<file path="config.mk">
export PLATFORM = sky130hd
export DESIGN_NAME = uart_duplex
export DESIGN_NICKNAME = d
export VERILOG_FILES = /design/src/rtl/uart_duplex.sv
export SDC_FILE = /design/constraint.sdc
export NUM_CORES = 1
export LEC_CHECK = 0
export ABC_AREA = 1
export ABC_CLOCK_PERIOD_IN_PS = 4660
export CAP_MARGIN = 20
export CORE_ASPECT_RATIO = 0.75
export CORE_MARGIN = 1
export CORE_UTILIZATION = 60
export CTS_CLUSTER_DIAMETER = 200
export DETAILED_ROUTE_END_ITERATION = 12
export PLACE_DENSITY = 0.82
export SYNTH_ARGS = -nofsm -noshare
export SYNTH_HDL_FRONTEND = slang
export SYNTH_SLANG_ARGS = --single-unit
</file>
<file path="constraint.sdc">
create_clock -name clk -period 4.66 [get_ports clk]
set_input_delay 0.699 -clock clk [delete_from_list [all_inputs] [get_ports clk]]
set_output_delay 0.699 -clock clk [all_outputs]
set_load 0.005 [all_outputs]
</file>
<file path="src/rtl/uart_duplex.sv">
// rtl/uart_duplex.sv - full-duplex UART, valid/ready Tx and strobed Rx
// Optional even parity on both directions when UART_PARITY_EN is defined.
module uart_duplex #(
    parameter int CLK_DIV   = 104,
    parameter int DATA_BITS = 8,
    parameter int STOP_BITS = 1
) (
    input  logic                 clk,
    input  logic                 rst_n,
    input  logic                 rx,
    output logic                 tx,
    input  logic [DATA_BITS-1:0] tx_data,
    input  logic                 tx_valid,
    output logic                 tx_ready,
    output logic [DATA_BITS-1:0] rx_data,
    output logic                 rx_valid,
    output logic                 rx_frame_err,
    output logic                 rx_parity_err
);
    localparam int CW = $clog2(CLK_DIV);
    localparam logic [CW-1:0] CNT_LAST  = CW'(CLK_DIV - 1);
    localparam logic [CW-1:0] CNT_HALF  = CW'(CLK_DIV / 2);
    localparam logic [CW-1:0] CNT_ONE   = CW'(1);
    localparam logic [3:0]    DATA_LAST = 4'(DATA_BITS - 1);
    localparam logic [3:0]    STOP_LAST = 4'(STOP_BITS - 1);

`ifdef UART_PARITY_EN
    typedef enum logic [2:0] {S_IDLE, S_START, S_DATA, S_PARITY, S_STOP, S_BREAK} state_t;
`else
    typedef enum logic [2:0] {S_IDLE, S_START, S_DATA, S_STOP, S_BREAK} state_t;
`endif

    state_t                 tx_state, tx_state_nxt;
    logic [CW-1:0]          tx_cnt, tx_cnt_nxt;
    logic [3:0]             tx_idx, tx_idx_nxt;
    logic [DATA_BITS-1:0]   tx_shift, tx_shift_nxt;
    logic                   tx_nxt;
    logic                   tx_end;

    state_t                 rx_state, rx_state_nxt;
    logic [CW-1:0]          rx_cnt, rx_cnt_nxt;
    logic [3:0]             rx_idx, rx_idx_nxt;
    logic [DATA_BITS-1:0]   rx_shift, rx_shift_nxt, rx_data_nxt;
    logic                   rx_valid_nxt, rx_ferr_nxt;
    logic                   rx_meta, rx_sync, rx_prev;
    logic                   rx_end;

`ifdef UART_PARITY_EN
    logic tx_par, tx_par_nxt;
    logic rx_pacc, rx_pacc_nxt, rx_perr_nxt;
`endif

    assign tx_ready = (tx_state == S_IDLE);

    always_comb begin
        tx_state_nxt = tx_state;
        tx_cnt_nxt   = tx_cnt + CNT_ONE;
        tx_idx_nxt   = tx_idx;
        tx_shift_nxt = tx_shift;
        tx_nxt       = tx;
`ifdef UART_PARITY_EN
        tx_par_nxt   = tx_par;
`endif
        tx_end       = (tx_cnt == CNT_LAST);
        case (tx_state)
            S_IDLE: begin
                tx_cnt_nxt = '0;
                tx_nxt     = 1'b1;
                if (tx_valid) begin
                    tx_state_nxt = S_START;
                    tx_nxt       = 1'b0;
                    tx_shift_nxt = tx_data;
                    tx_idx_nxt   = '0;
`ifdef UART_PARITY_EN
                    tx_par_nxt   = ^tx_data;
`endif
                end
            end
            S_START: if (tx_end) begin
                tx_cnt_nxt   = '0;
                tx_state_nxt = S_DATA;
                tx_nxt       = tx_shift[0];
                tx_shift_nxt = tx_shift >> 1;
            end
            S_DATA: if (tx_end) begin
                tx_cnt_nxt = '0;
                if (tx_idx == DATA_LAST) begin
                    tx_idx_nxt = '0;
`ifdef UART_PARITY_EN
                    tx_state_nxt = S_PARITY;
                    tx_nxt       = tx_par;
`else
                    tx_state_nxt = S_STOP;
                    tx_nxt       = 1'b1;
`endif
                end else begin
                    tx_idx_nxt   = tx_idx + 4'd1;
                    tx_nxt       = tx_shift[0];
                    tx_shift_nxt = tx_shift >> 1;
                end
            end
`ifdef UART_PARITY_EN
            S_PARITY: if (tx_end) begin
                tx_cnt_nxt   = '0;
                tx_state_nxt = S_STOP;
                tx_nxt       = 1'b1;
            end
`endif
            S_STOP: if (tx_end) begin
                tx_cnt_nxt = '0;
                if (tx_idx == STOP_LAST) begin
                    tx_idx_nxt   = '0;
                    tx_state_nxt = S_IDLE;
                end else begin
                    tx_idx_nxt = tx_idx + 4'd1;
                end
            end
            default: tx_state_nxt = S_IDLE;
        endcase
    end

    always_comb begin
        rx_state_nxt = rx_state;
        rx_cnt_nxt   = rx_cnt + CNT_ONE;
        rx_idx_nxt   = rx_idx;
        rx_shift_nxt = rx_shift;
        rx_data_nxt  = rx_data;
        rx_valid_nxt = 1'b0;
        rx_ferr_nxt  = rx_frame_err;
`ifdef UART_PARITY_EN
        rx_pacc_nxt  = rx_pacc;
        rx_perr_nxt  = rx_parity_err;
`endif
        rx_end       = (rx_cnt == CNT_LAST);
        case (rx_state)
            S_IDLE: begin
                rx_cnt_nxt = '0;
                if (rx_prev && !rx_sync) rx_state_nxt = S_START;
            end
            // Half-bit check rejects glitches and aligns later samples to bit centres.
            S_START: if (rx_cnt == CNT_HALF) begin
                rx_cnt_nxt   = '0;
                rx_idx_nxt   = '0;
                rx_state_nxt = rx_sync ? S_IDLE : S_DATA;
            end
            S_DATA: if (rx_end) begin
                rx_cnt_nxt   = '0;
                rx_shift_nxt = {rx_sync, rx_shift[DATA_BITS-1:1]};
                if (rx_idx == DATA_LAST) begin
                    rx_idx_nxt = '0;
`ifdef UART_PARITY_EN
                    rx_state_nxt = S_PARITY;
`else
                    rx_state_nxt = S_STOP;
`endif
                end else begin
                    rx_idx_nxt = rx_idx + 4'd1;
                end
            end
`ifdef UART_PARITY_EN
            S_PARITY: if (rx_end) begin
                rx_cnt_nxt   = '0;
                rx_pacc_nxt  = (^rx_shift) ^ rx_sync;
                rx_state_nxt = S_STOP;
            end
`endif
            S_STOP: if (rx_end) begin
                rx_cnt_nxt   = '0;
                rx_valid_nxt = 1'b1;
                rx_data_nxt  = rx_shift;
                rx_ferr_nxt  = !rx_sync;
`ifdef UART_PARITY_EN
                rx_perr_nxt  = rx_pacc;
`endif
                rx_state_nxt = rx_sync ? S_IDLE : S_BREAK;
            end
            S_BREAK: begin
                rx_cnt_nxt = '0;
                if (rx_sync) rx_state_nxt = S_IDLE;
            end
            default: rx_state_nxt = S_IDLE;
        endcase
    end

    always_ff @(posedge clk or negedge rst_n) begin
        if (!rst_n) begin
            tx_state     <= S_IDLE;
            tx_cnt       <= '0;
            tx_idx       <= '0;
            tx_shift     <= '0;
            tx           <= 1'b1;
            rx_state     <= S_IDLE;
            rx_cnt       <= '0;
            rx_idx       <= '0;
            rx_shift     <= '0;
            rx_data      <= '0;
            rx_valid     <= 1'b0;
            rx_frame_err <= 1'b0;
            rx_meta      <= 1'b1;
            rx_sync      <= 1'b1;
            rx_prev      <= 1'b1;
        end else begin
            tx_state     <= tx_state_nxt;
            tx_cnt       <= tx_cnt_nxt;
            tx_idx       <= tx_idx_nxt;
            tx_shift     <= tx_shift_nxt;
            tx           <= tx_nxt;
            rx_state     <= rx_state_nxt;
            rx_cnt       <= rx_cnt_nxt;
            rx_idx       <= rx_idx_nxt;
            rx_shift     <= rx_shift_nxt;
            rx_data      <= rx_data_nxt;
            rx_valid     <= rx_valid_nxt;
            rx_frame_err <= rx_ferr_nxt;
            rx_meta      <= rx;
            rx_sync      <= rx_meta;
            rx_prev      <= rx_sync;
        end
    end

`ifdef UART_PARITY_EN
    always_ff @(posedge clk or negedge rst_n) begin
        if (!rst_n) begin
            tx_par        <= 1'b0;
            rx_pacc       <= 1'b0;
            rx_parity_err <= 1'b0;
        end else begin
            tx_par        <= tx_par_nxt;
            rx_pacc       <= rx_pacc_nxt;
            rx_parity_err <= rx_perr_nxt;
        end
    end
`else
    assign rx_parity_err = 1'b0;
`endif

endmodule

</file>
==> flow_summary.rst <==
.. list-table::
   :header-rows: 1

   * - Metric
     - Value
   * - Most common cell after layout, fill and taps aside
     - sky130_fd_sc_hd__nand2_1
   * - Net count of the finished layout
     - around 400
   * - Inserted Clock Buffers
     - 9
   * - Number of synthesized register bits
     - 57
   * - Maximum ir drop on the vdd rail
     - 0.392 mV
   * - Clock latency on the worst-skew pair
     - between 0.3 and 0.4 ns
   * - Total congestion overflow after global routing
     - 0
   * - Number of design-rule violations left by the first detailed-router iteration
     - between 100 and 150
   * - Number of nets still failing antenna checks after routing
     - 0
   * - Vias in the first global route
     - 2206
   * - Element type at the critical path start
     - flip-flop
   * - Post-CTS Repair Setup Buffers
     - 0
   * - Hold Path Class
     - reg2reg
   * - First-pass GRT wire length
     - a little under 10000 microns
   * - DR vias
     - roughly 2200
   * - Total count of hold-check failures in the final report
     - 0
   * - Leakage
     - between 0.0015 and 0.002 uW
   * - Clock transition time at the flip-flop clock pins of the worst setup and hold paths
     - 0.08 ns
   * - Post-synthesis sequential area ratio
     - 0.485
   * - Die area
     - ~5200 sq um
   * - DRC violation count after routing
     - 0
   * - Start-to-end type of the worst setup path
     - reg2out
   * - Final clock skew
     - ~0.0079 ns
   * - Power density over the cells
     - 521 nW/um^2
   * - Rel. slew slack
     - 0.449
   * - Routability cong.
     - 0.809
   * - Ant diodes
     - 0
   * - Routed wire length
     - between 5000 and 6000 microns
   * - Number of resized instances in the post-cts repair step
     - 0
   * - Top cells by area in the synthesized netlist
     - sky130_fd_sc_hd__dfrtp_1 45%, sky130_fd_sc_hd__nand2_1 11%, sky130_fd_sc_hd__inv_1 5.8%
   * - Maximum number of pins on one net before global-route repair
     - 58
   * - CP Cell Sequence
     - inv_1 -> ha_1 -> clkdlybuf4s50_1
   * - Final setup violation count
     - 0
   * - Count of unique library cells instantiated by Yosys
     - 34
   * - Internal reg-to-reg setup slack
     - approximately 2.7 ns
   * - Drt first pass iters
     - 5
   * - Setup repair after global routing missed its margin
     - false
   * - Mapped Area
     - 2950 sq um
   * - Worst setup EP type
     - output pin
   * - Sequential Area
     - around 1400 sq um
   * - Number of antenna violations at the first check in global routing
     - 0
   * - Initial Util
     - 0.642
   * - Slowest-stage cell, CP
     - sky130_fd_sc_hd__clkdlybuf4s50_1
   * - Final setup TNS
     - 0 ns
   * - Critical path required time
     - about 4.0 ns
   * - Core Region
     - roughly 4600 sq um
   * - Count of buffering cells on the critical path with inverters included
     - 2
   * - IO Port Bufs
     - 23
   * - Commonest non-fill, non-tap cells in the layout
     - 88 x sky130_fd_sc_hd__nand2_1, 53 x sky130_fd_sc_hd__dfrtp_1, 46 x sky130_fd_sc_hd__inv_1
   * - Max Freq
     - 432 MHz
   * - Max Transition Viols Final
     - 0
   * - Portion of the clock cycle consumed by the worst path in the final layout
     - 0.496
   * - Number of buffers on the longest clock path
     - 2
   * - H-tree levels
     - 3
   * - Average wire per cell in the routed design
     - approximately 12 microns
   * - Kind of cell adding the most delay to the critical path
     - buffers and inverters
   * - Die X
     - 83.0 microns
   * - Overall global routing resource usage
     - 0.238
   * - Top-level I/O count
     - 25
   * - Maximum fanout encountered on the critical timing path
     - 4
   * - Min Clock Period, post-route
     - around 2.3 ns
   * - Result of the run
     - finished, final reports clean
   * - Num rows
     - 21
   * - Avg Vias per Cell
     - 5.16
   * - Worst EP arrival
     - ~1.6 ns
   * - Average size of a mapped cell
     - between 8 and 9 sq um
   * - Number of nets in the synthesized netlist
     - 368
   * - Gate Count Post-Synth
     - about 350
   * - Half-perimeter wire length after detailed placement
     - approximately 3900 microns
   * - Number of sinks driven by the clock tree
     - 57
   * - Layout Utilization
     - 0.736
   * - Filler cells
     - approximately 340
   * - Crit-path max cell delay
     - around 0.52 ns
   * - Share of cells above drive strength 1
     - 0.137
   * - Transition time at the pin with the least slew margin
     - 0.827 ns
   * - Clock Tree Root
     - sky130_fd_sc_hd__clkbuf_8
   * - Area growth from synthesis to layout
     - 14.6%
   * - Area share of the largest cell type after synthesis
     - 0.449
   * - CTS tree
     - built
   * - Total of warnings raised by yosys
     - 0
   * - Multi-input combinational cell area
     - 1280 sq um
   * - Chip Height
     - around 63 microns
   * - Maximum capacitance violations
     - 0
   * - Total of hold buffers inserted after clock tree synthesis
     - 0
   * - Yosys top cell by area
     - sky130_fd_sc_hd__dfrtp_1
-- cell usage after synthesis --
| cell type | n |
|---|---|
| sky130_fd_sc_hd__nand2_1 | 88 |
| sky130_fd_sc_hd__dfrtp_1 | 53 |
| sky130_fd_sc_hd__inv_1 | 46 |
| sky130_fd_sc_hd__nor2_1 | 35 |
| sky130_fd_sc_hd__nand3_1 | 19 |
| sky130_fd_sc_hd__o21ai_0 | 17 |
| sky130_fd_sc_hd__o21ai_2 | 17 |
| sky130_fd_sc_hd__ha_1 | 11 |
| sky130_fd_sc_hd__a21oi_1 | 7 |
| sky130_fd_sc_hd__mux2i_1 | 7 |
| sky130_fd_sc_hd__nand2_2 | 6 |
| sky130_fd_sc_hd__nor3_1 | 5 |
| sky130_fd_sc_hd__dfstp_2 | 4 |
| sky130_fd_sc_hd__xnor2_1 | 3 |
| sky130_fd_sc_hd__buf_6 | 2 |
| sky130_fd_sc_hd__nand3_4 | 2 |
| sky130_fd_sc_hd__nand3b_1 | 2 |
| sky130_fd_sc_hd__nand4_1 | 2 |
| sky130_fd_sc_hd__nor2_4 | 2 |
| sky130_fd_sc_hd__o21ai_1 | 2 |
| sky130_fd_sc_hd__xor2_1 | 2 |
| sky130_fd_sc_hd__a21boi_0 | 1 |
| sky130_fd_sc_hd__a21oi_2 | 1 |
| sky130_fd_sc_hd__a31oi_1 | 1 |
| sky130_fd_sc_hd__buf_12 | 1 |
| sky130_fd_sc_hd__buf_2 | 1 |
| sky130_fd_sc_hd__buf_4 | 1 |
| sky130_fd_sc_hd__clkbuf_1 | 1 |
| sky130_fd_sc_hd__clkinv_2 | 1 |
| sky130_fd_sc_hd__conb_1 | 1 |
| sky130_fd_sc_hd__inv_2 | 1 |
| sky130_fd_sc_hd__o22ai_1 | 1 |
| sky130_fd_sc_hd__o31ai_1 | 1 |
| sky130_fd_sc_hd__or2_1 | 1 |
-- report_power, final --
group          switching [uW]  internal, uW
logic                     410           250
registers                79.7           597
clock network             223           203
-- registers in the layout (all words and copies together) (netlist names) --
| signal | count |
|---|---|
| rx_cnt | 7 |
| rx_data | 8 |
| rx_frame_err | 1 |
| rx_idx | 4 |
| rx_meta | 1 |
| rx_prev | 1 |
| rx_shift | 8 |
| rx_state | 3 |
| rx_sync | 1 |
| rx_valid | 1 |
| tx | 1 |
| tx_cnt | 7 |
| tx_idx | 4 |
| tx_shift | 8 |
| tx_state | 2 |
-- through the flow --
| stage | setup slack (ns) | total power [uW] | area [sq um] | cells | hold slack [ns] |
|---|---|---|---|---|---|
| floorplan | 3.12 | 1190 | 2950 | 345 | 0.345 |
| global placement | 2.74 | 1310 | 3200 | 420 | 0.346 |
| detailed placement | 2.65 | 1350 | 3200 | 420 | 0.348 |
| CTS | 2.33 | 1780 | 3380 | 436 | 0.363 |
| global route | 2.27 | 1910 | 3380 | 436 | 0.366 |
| finish | 2.35 | 1760 | 3380 | 436 | 0.363 |
-- per-layer routing --
| metal | share of wire | up-vias | wire, microns | global-route usage |
|---|---|---|---|---|
| met5 | 0 | - | 0 | 0 |
| met1 | 0.48 | 1042 | 2540 | 0.309 |
| met4 | 0.0097 | 0 | 51 | 0.0647 |
| met3 | 0.041 | 6 | 217 | 0.0819 |
| li1 | - | 1155 | - | - |
| met2 | 0.47 | 45 | 2480 | 0.382 |
-- final cells by class --
cell class | instances | area share
multi-input combinational | 234 | 0.379
clock buffer | 9 | 0.0366
tap | 57 | 0.0211
sequential | 57 | 0.423
timing repair buffer | 24 | 0.0688
inverter | 48 | 0.0536
clock inverter | 7 | 0.0181
-- worst paths after layout --
check,endpoint,cells after the start,start
setup / recovery,tx_ready,3,tx_state[1]$_DFFE_PN0P_
hold / removal,rx_sync$_DFF_PN1_,0,rx_meta$_DFF_PN1_
setup reg to reg,rx_data[0]$_DFFE_PN0P_,8,rx_cnt[0]$_DFF_PN0_
hold reg to reg,rx_sync$_DFF_PN1_,0,rx_meta$_DFF_PN1_
max in group asynchronous,rx_shift[2]$_DFFE_PN0P_,2,rst_n
min in group asynchronous,tx_idx[3]$_DFFE_PN0P_,2,rst_n
-- logic make-up (layout without fill, tap and decap cells) --
group	count (synthesis)	after routing	synth area share
AOI/OAI and AO/OA	48	48	0.107
other	1	1	0.00127
buffers and inverters	54	88	0.0814
and+or+nand+nor	162	162	0.241
DFF	57	57	0.485
xor gates and xnor gates	5	5	0.0148
muxes	7	7	0.0237
adders and majority gates	11	11	0.0466
(Power assumes the default switching activity.)
